**src/rtl/alg_pkg.sv**
```systemverilog
// Shared definitions for the moving-average crossover detector.
// Holds the default parameter values, the FSM state type and the helper that
// sizes each window's running sum so it can never overflow.
package alg_pkg;

  localparam int DATA_WIDTH  = 11;
  localparam int CTR_WIDTH   = 22;
  localparam int N_SHORT     = 16;
  localparam int N_LONG      = 32;
  localparam int DATA_OFFSET = 1024;

  typedef enum logic [1:0] {
    FILL  = 2'd0,
    PRIME = 2'd1,
    RUN   = 2'd2
  } xdet_state_t;

  // A sum of n values of data_w bits needs data_w + log2(n) bits (n a power of 2).
  function automatic int sum_width(input int data_w, input int n);
    return data_w + $clog2(n);
  endfunction

  localparam int SUM_S_W = sum_width(DATA_WIDTH, N_SHORT);
  localparam int SUM_L_W = sum_width(DATA_WIDTH, N_LONG);
  localparam int MA_W    = DATA_WIDTH;

endpackage

```
**src/rtl/ma_window.sv**
```systemverilog
// Fixed-length moving-average window.
// Keeps the last N samples in a circular buffer plus a running sum; every shift
// replaces the oldest entry and adjusts the sum by (new - oldest). The buffer
// starts cleared, so the sum is exact while the window is still filling.
// Ports:
//   clk, rst  clock, asynchronous active-high reset
//   clr       synchronous flush of buffer, pointer and sum
//   shift_en  push x into the window this cycle
//   x         new sample (unsigned, W bits)
//   avg       sum / N, truncated (W bits), reflects all samples pushed so far
module ma_window
  import alg_pkg::*;
#(
  parameter int N = 16,
  parameter int W = 11
) (
  input  logic         clk,
  input  logic         rst,
  input  logic         clr,
  input  logic         shift_en,
  input  logic [W-1:0] x,
  output logic [W-1:0] avg
);

  localparam int LOG2N = $clog2(N);
  localparam int SW    = sum_width(W, N);

  logic [W-1:0]     win_q [N];
  logic [LOG2N-1:0] ptr_q;
  logic [SW-1:0]    sum_q;
  logic [SW-1:0]    sum_d;

  // The oldest entry sits at ptr_q; it leaves the sum as x enters.
  always_comb begin
    sum_d = sum_q + SW'(x) - SW'(win_q[ptr_q]);
  end

  always_ff @(posedge clk or posedge rst) begin
    if (rst) begin
      ptr_q <= '0;
      sum_q <= '0;
      for (int i = 0; i < N; i++) win_q[i] <= '0;
    end else if (clr) begin
      ptr_q <= '0;
      sum_q <= '0;
      for (int i = 0; i < N; i++) win_q[i] <= '0;
    end else if (shift_en) begin
      win_q[ptr_q] <= x;
      ptr_q        <= ptr_q + LOG2N'(1);
      sum_q        <= sum_d;
    end
  end

  assign avg = W'(sum_q >> LOG2N);

endmodule

```
**src/rtl/ma_crossover_detector.sv**
```systemverilog
// Moving-average crossover detector.
// Rectifies offset-binary samples about the zero centreline, tracks a short
// and a long moving average and raises a timestamped event whenever the short
// average crosses the long one. One sample is taken at most every other cycle
// and nothing is taken while an event waits for its consumer, so events are
// never lost or overwritten.
// Ports:
//   clk, rst          clock, asynchronous active-high reset
//   clr               synchronous soft clear (windows, counters, FSM)
//   in_valid/in_ready sample handshake; in_data is offset binary
//   ma_valid          one-cycle pulse when ma_short/ma_long have updated
//   ma_short/ma_long  truncated short/long averages
//   ev_valid/ev_ready event handshake; ev_* held until accepted
//   ev_rise           1 = short rose above long, 0 = short fell to <= long
//   ev_index          index of the sample that caused the event
module ma_crossover_detector
  import alg_pkg::*;
#(
  parameter int DATA_W = DATA_WIDTH,
  parameter int CTR_W  = CTR_WIDTH,
  parameter int N_S    = N_SHORT,
  parameter int N_L    = N_LONG,
  parameter int OFFSET = DATA_OFFSET
) (
  input  logic              clk,
  input  logic              rst,
  input  logic              clr,
  input  logic              in_valid,
  output logic              in_ready,
  input  logic [DATA_W-1:0] in_data,
  output logic              ma_valid,
  output logic [DATA_W-1:0] ma_short,
  output logic [DATA_W-1:0] ma_long,
  output logic              ev_valid,
  input  logic              ev_ready,
  output logic              ev_rise,
  output logic [CTR_W-1:0]  ev_index
);

  localparam int FILL_W = $clog2(N_L);

  // |s - OFFSET| computed as a signed difference, then folded to magnitude.
  function automatic logic [DATA_W-1:0] rectify(input logic [DATA_W-1:0] s);
    logic signed [DATA_W:0] d;
    d = $signed({1'b0, s}) - $signed((DATA_W + 1)'(OFFSET));
    return d[DATA_W] ? DATA_W'(-d) : d[DATA_W-1:0];
  endfunction

  xdet_state_t       state_q, state_d;
  logic [FILL_W-1:0] fill_q, fill_d;
  logic [CTR_W-1:0]  idx_q, idx_d;
  logic [CTR_W-1:0]  tag_q, tag_d;
  logic              prev_gt_q, prev_gt_d;
  logic              ma_valid_q, ma_valid_d;
  logic              ev_valid_q, ev_valid_d;
  logic              ev_rise_q, ev_rise_d;
  logic [CTR_W-1:0]  ev_index_q, ev_index_d;

  logic              accept;
  logic              gt;
  logic [DATA_W-1:0] x_rect;

  // Blocking on ma_valid limits intake to one sample per two cycles and gives
  // the compare stage a cycle in which no new sample can disturb it.
  assign in_ready = !rst && !clr && !ev_valid_q && !ma_valid_q;
  assign accept   = in_valid && in_ready;
  assign x_rect   = rectify(in_data);

  ma_window #(.N(N_S), .W(DATA_W)) u_win_short (
    .clk      (clk),
    .rst      (rst),
    .clr      (clr),
    .shift_en (accept),
    .x        (x_rect),
    .avg      (ma_short)
  );

  ma_window #(.N(N_L), .W(DATA_W)) u_win_long (
    .clk      (clk),
    .rst      (rst),
    .clr      (clr),
    .shift_en (accept),
    .x        (x_rect),
    .avg      (ma_long)
  );

  // Equality counts as "not above", so a tie after a rise is a falling event.
  assign gt = (ma_short > ma_long);

  always_comb begin
    state_d    = state_q;
    fill_d     = fill_q;
    idx_d      = idx_q;
    tag_d      = tag_q;
    prev_gt_d  = prev_gt_q;
    ma_valid_d = 1'b0;
    ev_valid_d = ev_valid_q;
    ev_rise_d  = ev_rise_q;
    ev_index_d = ev_index_q;

    if (clr) begin
      state_d    = FILL;
      fill_d     = '0;
      idx_d      = '0;
      tag_d      = '0;
      prev_gt_d  = 1'b0;
      ev_valid_d = 1'b0;
      ev_rise_d  = 1'b0;
      ev_index_d = '0;
    end else begin
      // Sample edge: tag the sample with the current index, then advance.
      if (accept) begin
        ma_valid_d = 1'b1;
        tag_d      = idx_q;
        idx_d      = idx_q + CTR_W'(1);
        if (state_q == FILL) begin
          fill_d = fill_q + FILL_W'(1);
          if (fill_q == FILL_W'(N_L - 1)) state_d = PRIME;
        end
      end

      // Compare edge: the averages of the tagged sample are now on ma_*.
      if (ma_valid_q) begin
        case (state_q)
          PRIME: begin
            prev_gt_d = gt;
            state_d   = RUN;
          end
          RUN: begin
            if (gt != prev_gt_q) begin
              ev_valid_d = 1'b1;
              ev_rise_d  = gt;
              ev_index_d = tag_q;
              prev_gt_d  = gt;
            end
          end
          default: ;
        endcase
      end

      if (ev_valid_q && ev_ready) ev_valid_d = 1'b0;
    end
  end

  always_ff @(posedge clk or posedge rst) begin
    if (rst) begin
      state_q    <= FILL;
      fill_q     <= '0;
      idx_q      <= '0;
      tag_q      <= '0;
      prev_gt_q  <= 1'b0;
      ma_valid_q <= 1'b0;
      ev_valid_q <= 1'b0;
      ev_rise_q  <= 1'b0;
      ev_index_q <= '0;
    end else begin
      state_q    <= state_d;
      fill_q     <= fill_d;
      idx_q      <= idx_d;
      tag_q      <= tag_d;
      prev_gt_q  <= prev_gt_d;
      ma_valid_q <= ma_valid_d;
      ev_valid_q <= ev_valid_d;
      ev_rise_q  <= ev_rise_d;
      ev_index_q <= ev_index_d;
    end
  end

  assign ma_valid = ma_valid_q;
  assign ev_valid = ev_valid_q;
  assign ev_rise  = ev_rise_q;
  assign ev_index = ev_index_q;

endmodule

```
**config.mk**
```make
export PLATFORM = sky130hd
export DESIGN_NAME = ma_crossover_detector
export DESIGN_NICKNAME = d
export VERILOG_FILES = /design/src/rtl/alg_pkg.sv /design/src/rtl/ma_window.sv /design/src/rtl/ma_crossover_detector.sv
export SDC_FILE = /design/constraint.sdc
export NUM_CORES = 2
export LEC_CHECK = 0
export CAP_MARGIN = 20
export CORE_MARGIN = 5
export CORE_UTILIZATION = 40
export DETAILED_ROUTE_END_ITERATION = 6
export HOLD_SLACK_MARGIN = 0.02
export PLACE_DENSITY_LB_ADDON = 0.25
export SLEW_MARGIN = 20
export SYNTH_ARGS = -nofsm -noshare
export SYNTH_HDL_FRONTEND = slang
export SYNTH_SLANG_ARGS = --single-unit
```
**constraint.sdc**
```tcl
create_clock -name clk -period 25.5 [get_ports clk]
set_input_delay 5.1 -clock clk [delete_from_list [all_inputs] [get_ports clk]]
set_output_delay 5.1 -clock clk [all_outputs]
set_load 0.01 [all_outputs]
```
# ---- Word-level counts from Yosys, hierarchy flattened
# Index checks and enable logic that the tools add are counted.
dict set report classes {
  n_addsub 10
  mul 0
  n_div 0
  order_cmp 5
  n_eq_ne 5
  shifts 0
  muxes 56
  bitwise 2
  n_reduce_logical 25
}
# operator count
set ops {}
lappend ops {{two-way mux 352 bit} 2}
lappend ops {{bitwise mux 352 bit} 1}
lappend ops {{two-way mux 176 bit} 2}
lappend ops {{bitwise mux 176 bit} 1}
lappend ops {{two-way mux 22 bit} 8}
lappend ops {{two-way mux 11 bit} 7}
lappend ops {{binary-select mux 11 bit (select 5 bit)} 1}
lappend ops {{demux 11 bit (select 5 bit)} 1}
lappend ops {{binary-select mux 11 bit (select 4 bit)} 1}
lappend ops {{demux 11 bit (select 4 bit)} 1}
lappend ops {{two-way mux 16 bit} 2}
lappend ops {{two-way mux 15 bit} 2}
lappend ops {{two-way mux 5 bit} 5}
lappend ops {{adder 22 x 1 -> 22 bit (second input constant)} 1}
lappend ops {{adder 16 x 11 -> 16 bit} 1}
lappend ops {{subtractor 16 x 11 -> 16 bit} 1}
lappend ops {{adder 15 x 11 -> 15 bit} 1}
lappend ops {{subtractor 15 x 11 -> 15 bit} 1}
lappend ops {{two-way mux 1 bit} 13}
lappend ops {{two-way mux 2 bit} 6}
lappend ops {{nonzero test 3 bit} 4}
lappend ops {{subtractor 11 x 11 -> 12 bit (second input constant)} 1}
lappend ops {{greater-than comparator 11 bit} 1}
lappend ops {{negator 11 bit} 1}
lappend ops {{21 further kinds} 38}
dict set report word_totals {
  regBits 645
  latchBits 0
  mem_bits_rw 0
  mem_bits_ro 0
  in_bits 16
  out_inout_bits 48
  mem_count 0
}

# ---- Longest topological paths before layout
dict set report depth {
  word_depth 9
  mapped_depth 17
  depth_no_buf 15
}

# ---- By module
# A second synthesis with hierarchy kept.
dict set report hier_totals {
  cells_unflattened 3501
  hier_area_um2 33443.3
}
# mod n_inst cells_each area_each_um2 seq_area_each_um2
set by_module_without_submodules {}
lappend by_module_without_submodules {{ma_window (u_win_long)} 1 1987 19095.8 9334.0}
lappend by_module_without_submodules {{ma_window (u_win_short)} 1 1128 10522.6 4879.7}
lappend by_module_without_submodules {ma_crossover_detector 1 386 3824.9 1926.8}

# ---- Worst setup path after synthesis
# No wires, ideal clock.
dict set report synth_path {
  kind {input to output}
  from {input clr}
  to {output in_ready}
  t_arrival_ns 5.946
  t_required_ns 20.400
  path_slack_ns 14.454
  path_stages 3
  path_cell_list {clkbuf_1 clkbuf_1 nor4_1}
}
dict set report synth_via {
  elab_chain_len 4
}
# element line_no
set synth_lines {}
lappend synth_lines {{from (decl)} ma_crossover_detector.sv:27} ;# input logic clr,
lappend synth_lines {{zero test 1 bit} ma_crossover_detector.sv:65} ;# assign in_ready = !rst && !clr && !ev_valid_q && !ma_valid_q;
lappend synth_lines {{logical AND 1 bit (3 in series)} ma_crossover_detector.sv:65}
lappend synth_lines {{to (decl)} ma_crossover_detector.sv:29} ;# output logic in_ready,
# Every way passes these cells.

# ---- Final worst setup path
dict set report layout_path {
  from {input rst}
  to {output in_ready}
}
dict set report layout_via {
  elab_chain_len 4
}
# element line_no
set layout_lines {}
lappend layout_lines {{from (decl)} ma_crossover_detector.sv:26} ;# input logic rst,
lappend layout_lines {{zero test 1 bit (no line)} n/a}
lappend layout_lines {{logical AND 1 bit (3 in series)} ma_crossover_detector.sv:65}
# Every way passes these cells.

==> summary.txt <==
Synthesis
  • Synth Register Bits: 645
  • Post-synthesis sequential area ratio: 0.513
  • Main synth FF type: dfrtp_1
  • Post-synthesis cell count: 2980
  • Count of cell types in the netlist: 70
  • Warnings, synthesis: 0
  • Mapped cell area: 31500 um^2
  • Synth async-reset ratio: 1.00
  • Avg Inst Size Synth: 10.6 um^2
  • Mapped Nets: 3072
  • EDFF count, synth: 0

Finish
  • Syn-to-layout area delta: 11.2%
  • Final net count: 2951
  • Ant diodes: 0
  • Footprint of the multi-input gates: 13800 um^2
  • Most frequent cells in the layout: dfrtp_1 (641), o21ai_0 (459), nand3_1 (453)
  • Commonest non-fill, non-tap cell in the layout: dfrtp_1
  • Final Core Density: 0.450
  • Share of layout cells above drive strength 1: 0.125
  • Filler cells: 7089
  • Sequential cell area: 16200 um^2

Power and ir drop
  • Flop pwr share: 0.416
  • Clk pwr share: 0.418
  • Internal power: 1.83 mW
  • Comb power frac: 0.166
  • Leakage power: 14.7 nW
  • Switch share: 0.281
  • Power Density: 72.6 nW/um^2
  • Maximum VDD drop: 0.0440 mV
  • Psw: 0.713 mW

Critical path
  • RR Endpoint: u_win_long.sum_q[15]
  • WP data required: 20400 ps
  • FF-to-FF Start: u_win_long.ptr_q[0]
  • FF-to-FF path depth: 13
  • Arr. time, crit path: 6550 ps
  • CP Launch Type: primary input
  • Worst-path maximum fanout: 4
  • Crit path kind: in2out
  • Kind of end point of the critical path: output port
  • R2R setup slack: 19720 ps

STA
  • Tcrit/Tclk final: 0.457
  • Sum Neg Setup Slack: 0 ps
  • FMAX: 0.0858 GHz
  • Final Skew: 31.1 ps
  • Slew Limit Headroom: 0.296
  • Final setup fails: 0
  • Minimum clock period: 11650 ps
  • Measured slew at the worst slew-check pin: 1050 ps
  • Max-slew violation count: 0
  • Final Hold Viols: 0
  • RSZ-0062 raised after global routing: no

Worst hold path
  • Hold Crit Class: reg2reg
  • WHS Endpoint: u_win_short.win_q[28]
  • Hold path cells: 2
  • HP Start: u_win_short.win_q[28]

Floorplan
  • Core area: 77700 um^2
  • Io pins: 64
  • Die area: 84400 um^2
  • Site row count: 102
  • Die Span Y: 291 um
  • Die width: 291 um
  • Initial Util: 0.405

Placed design
  • DP HPWL: 51500 um
  • Gpl congestion: 0.856
  • IO Port Bufs: 63

Clock tree
  • Number of buffers created by CTS: 72
  • H-tree depth: 3
  • Clk sinks: 645
  • CTS resizes: 0
  • Postcts setup bufs: 0
  • Clock Latency Late Sink: 630 ps
  • Clk pin slew, worst setup/hold paths: 60 ps
  • Clock buffer depth: 3
  • # hold bufs at CTS: 0
  • CTS tree: yes
  • Root Driver: clkbuf_16

Detailed routing
  • WL final: 84700 um
  • Routed via count: 23000
  • First DRT Iteration DRCs: 2028
  • Detail Route Antenna Nets: 0
  • DRC violations left: 0
  • Wire per inst: 21.4 um
  • Vias per std cell: 5.81
  • Drt first pass iters: 5

GRT
  • Largest net degree at the start of global routing: 210
  • Initial antenna violation count: 0
  • Gr usage total: 0.198
  • Grt ovf: 0
  • Vias in the first global route: 22800
  • First-pass GRT wire length: 135000 um

Flow run
  • Max_cap viols: 0

Run status
  • Status: completed
## flip-flops by register name, summed over array words and instances, names as in the netlist
| signal | cells |
|---|---|
| u_win_long.win_q | 352 |
| u_win_short.win_q | 176 |
| ev_index | 22 |
| idx_q | 22 |
| tag_q | 22 |
| u_win_long.sum_q | 16 |
| u_win_short.sum_q | 15 |
| fill_q | 5 |
| u_win_long.ptr_q | 5 |
| u_win_short.ptr_q | 4 |
| state_q | 2 |
| ev_rise | 1 |
| ev_valid | 1 |
| ma_valid | 1 |
| prev_gt_q | 1 |
## cells in the mapped netlist (all sizes together), types with 4 or more instances
cell type | number | area share
ha | 54 | 0.021
nor2 | 123 | 0.016
and2 | 5 | 0.00099
a22o | 24 | 0.0067
a31o | 17 | 0.0047
mux4 | 143 | 0.10
o211ai | 5 | 0.0012
nor2b | 6 | 0.0012
nand3 | 453 | 0.072
a21o | 11 | 0.0026
and3 | 10 | 0.0020
mux2i | 51 | 0.016
a21oi | 84 | 0.013
nand4 | 24 | 0.0050
xnor2 | 25 | 0.0070
a22oi | 39 | 0.0093
nand2 | 240 | 0.029
clkbuf | 191 | 0.023
o31ai | 6 | 0.0014
inv | 80 | 0.0095
a211o | 4 | 0.0011
and4 | 5 | 0.0014
a211oi | 21 | 0.0050
buf | 110 | 0.018
nand2b | 4 | 0.00079
nor3 | 21 | 0.0042
o21ai | 477 | 0.076
fa | 22 | 0.014
nor4 | 4 | 0.00099
or3 | 6 | 0.0012
o21a | 6 | 0.0014
xor2 | 25 | 0.0070
dfrtp | 645 | 0.51
a31oi | 4 | 0.00079
## logic make-up after synthesis
kind of cell,Yosys count,share of synthesized area
flops,645,0.513
fa+ha+maj,76,0.0355
mux,196,0.119
buf+inv,381,0.0504
compound gates,719,0.130
simple gates,913,0.139
xor+xnor,50,0.0139
## power by group through the flow
stage          Combinational (mW)  Sequential, mW  Clock (mW)
3_5_place_dp                0.421            1.07           0
4_1_cts                     0.424            1.06        1.09
5_1_grt                     0.469            1.06        1.13
2_1_floorplan               0.318            1.07           0
6_report                    0.421            1.06        1.06
3_3_place_gp                0.410            1.07           0
## metal layers
layer  routed length [um]  share of wire  up-vias  GRT usage
li1                     -              -    10400          -
met1                37000           0.44    11700      0.273
met2                41000           0.48      642      0.329
met3                 4470          0.053      131     0.0294
met4                 2210          0.026        0     0.0611
met5                    0              0        -          0
## worst max path at each step
stage / from / endpoint / slack (ps) / cells after the start
final: rst / in_ready / 13850 / 3
after global routing: rst / in_ready / 13760 / 3
after CTS: rst / in_ready / 13840 / 3
after detailed placement: rst / in_ready / 13850 / 3
after global placement: rst / in_ready / 13790 / 3
after floorplan: rst / ev_index[0] / 2330 / 1
## cell type report
cell class,instances,area share
Timing Repair Buffer,106,0.0281
Clock buffer,95,0.0577
Clock inverter,32,0.0115
Tap cell,1040,0.0372
Inverter,80,0.00901
Sequential cell,645,0.461
Multi-Input combinational cell,1954,0.395
## stage by stage
| stage | hold slack (ps) | total power, mW | cells | worst slack [ps] | instance area, um^2 |
|---|---|---|---|---|---|
| floorplan | 463 | 1.38 | 2980 | 2330 | 31500 |
| global placement | 476 | 1.48 | 3825 | 13790 | 32600 |
| detailed placement | 485 | 1.50 | 3825 | 13850 | 32600 |
| CTS | 497 | 2.57 | 3952 | 13840 | 35000 |
| global route | 509 | 2.66 | 3952 | 13760 | 35000 |
| finish | 494 | 2.54 | 3952 | 13850 | 35000 |
## worst max-delay path, stage by stage
cell and delay, ps:
clkdlybuf4s50_1 570, nor4_1 290, clkdlybuf4s50_1 580
No activity file was read; power rests on OpenSTA's default activity.
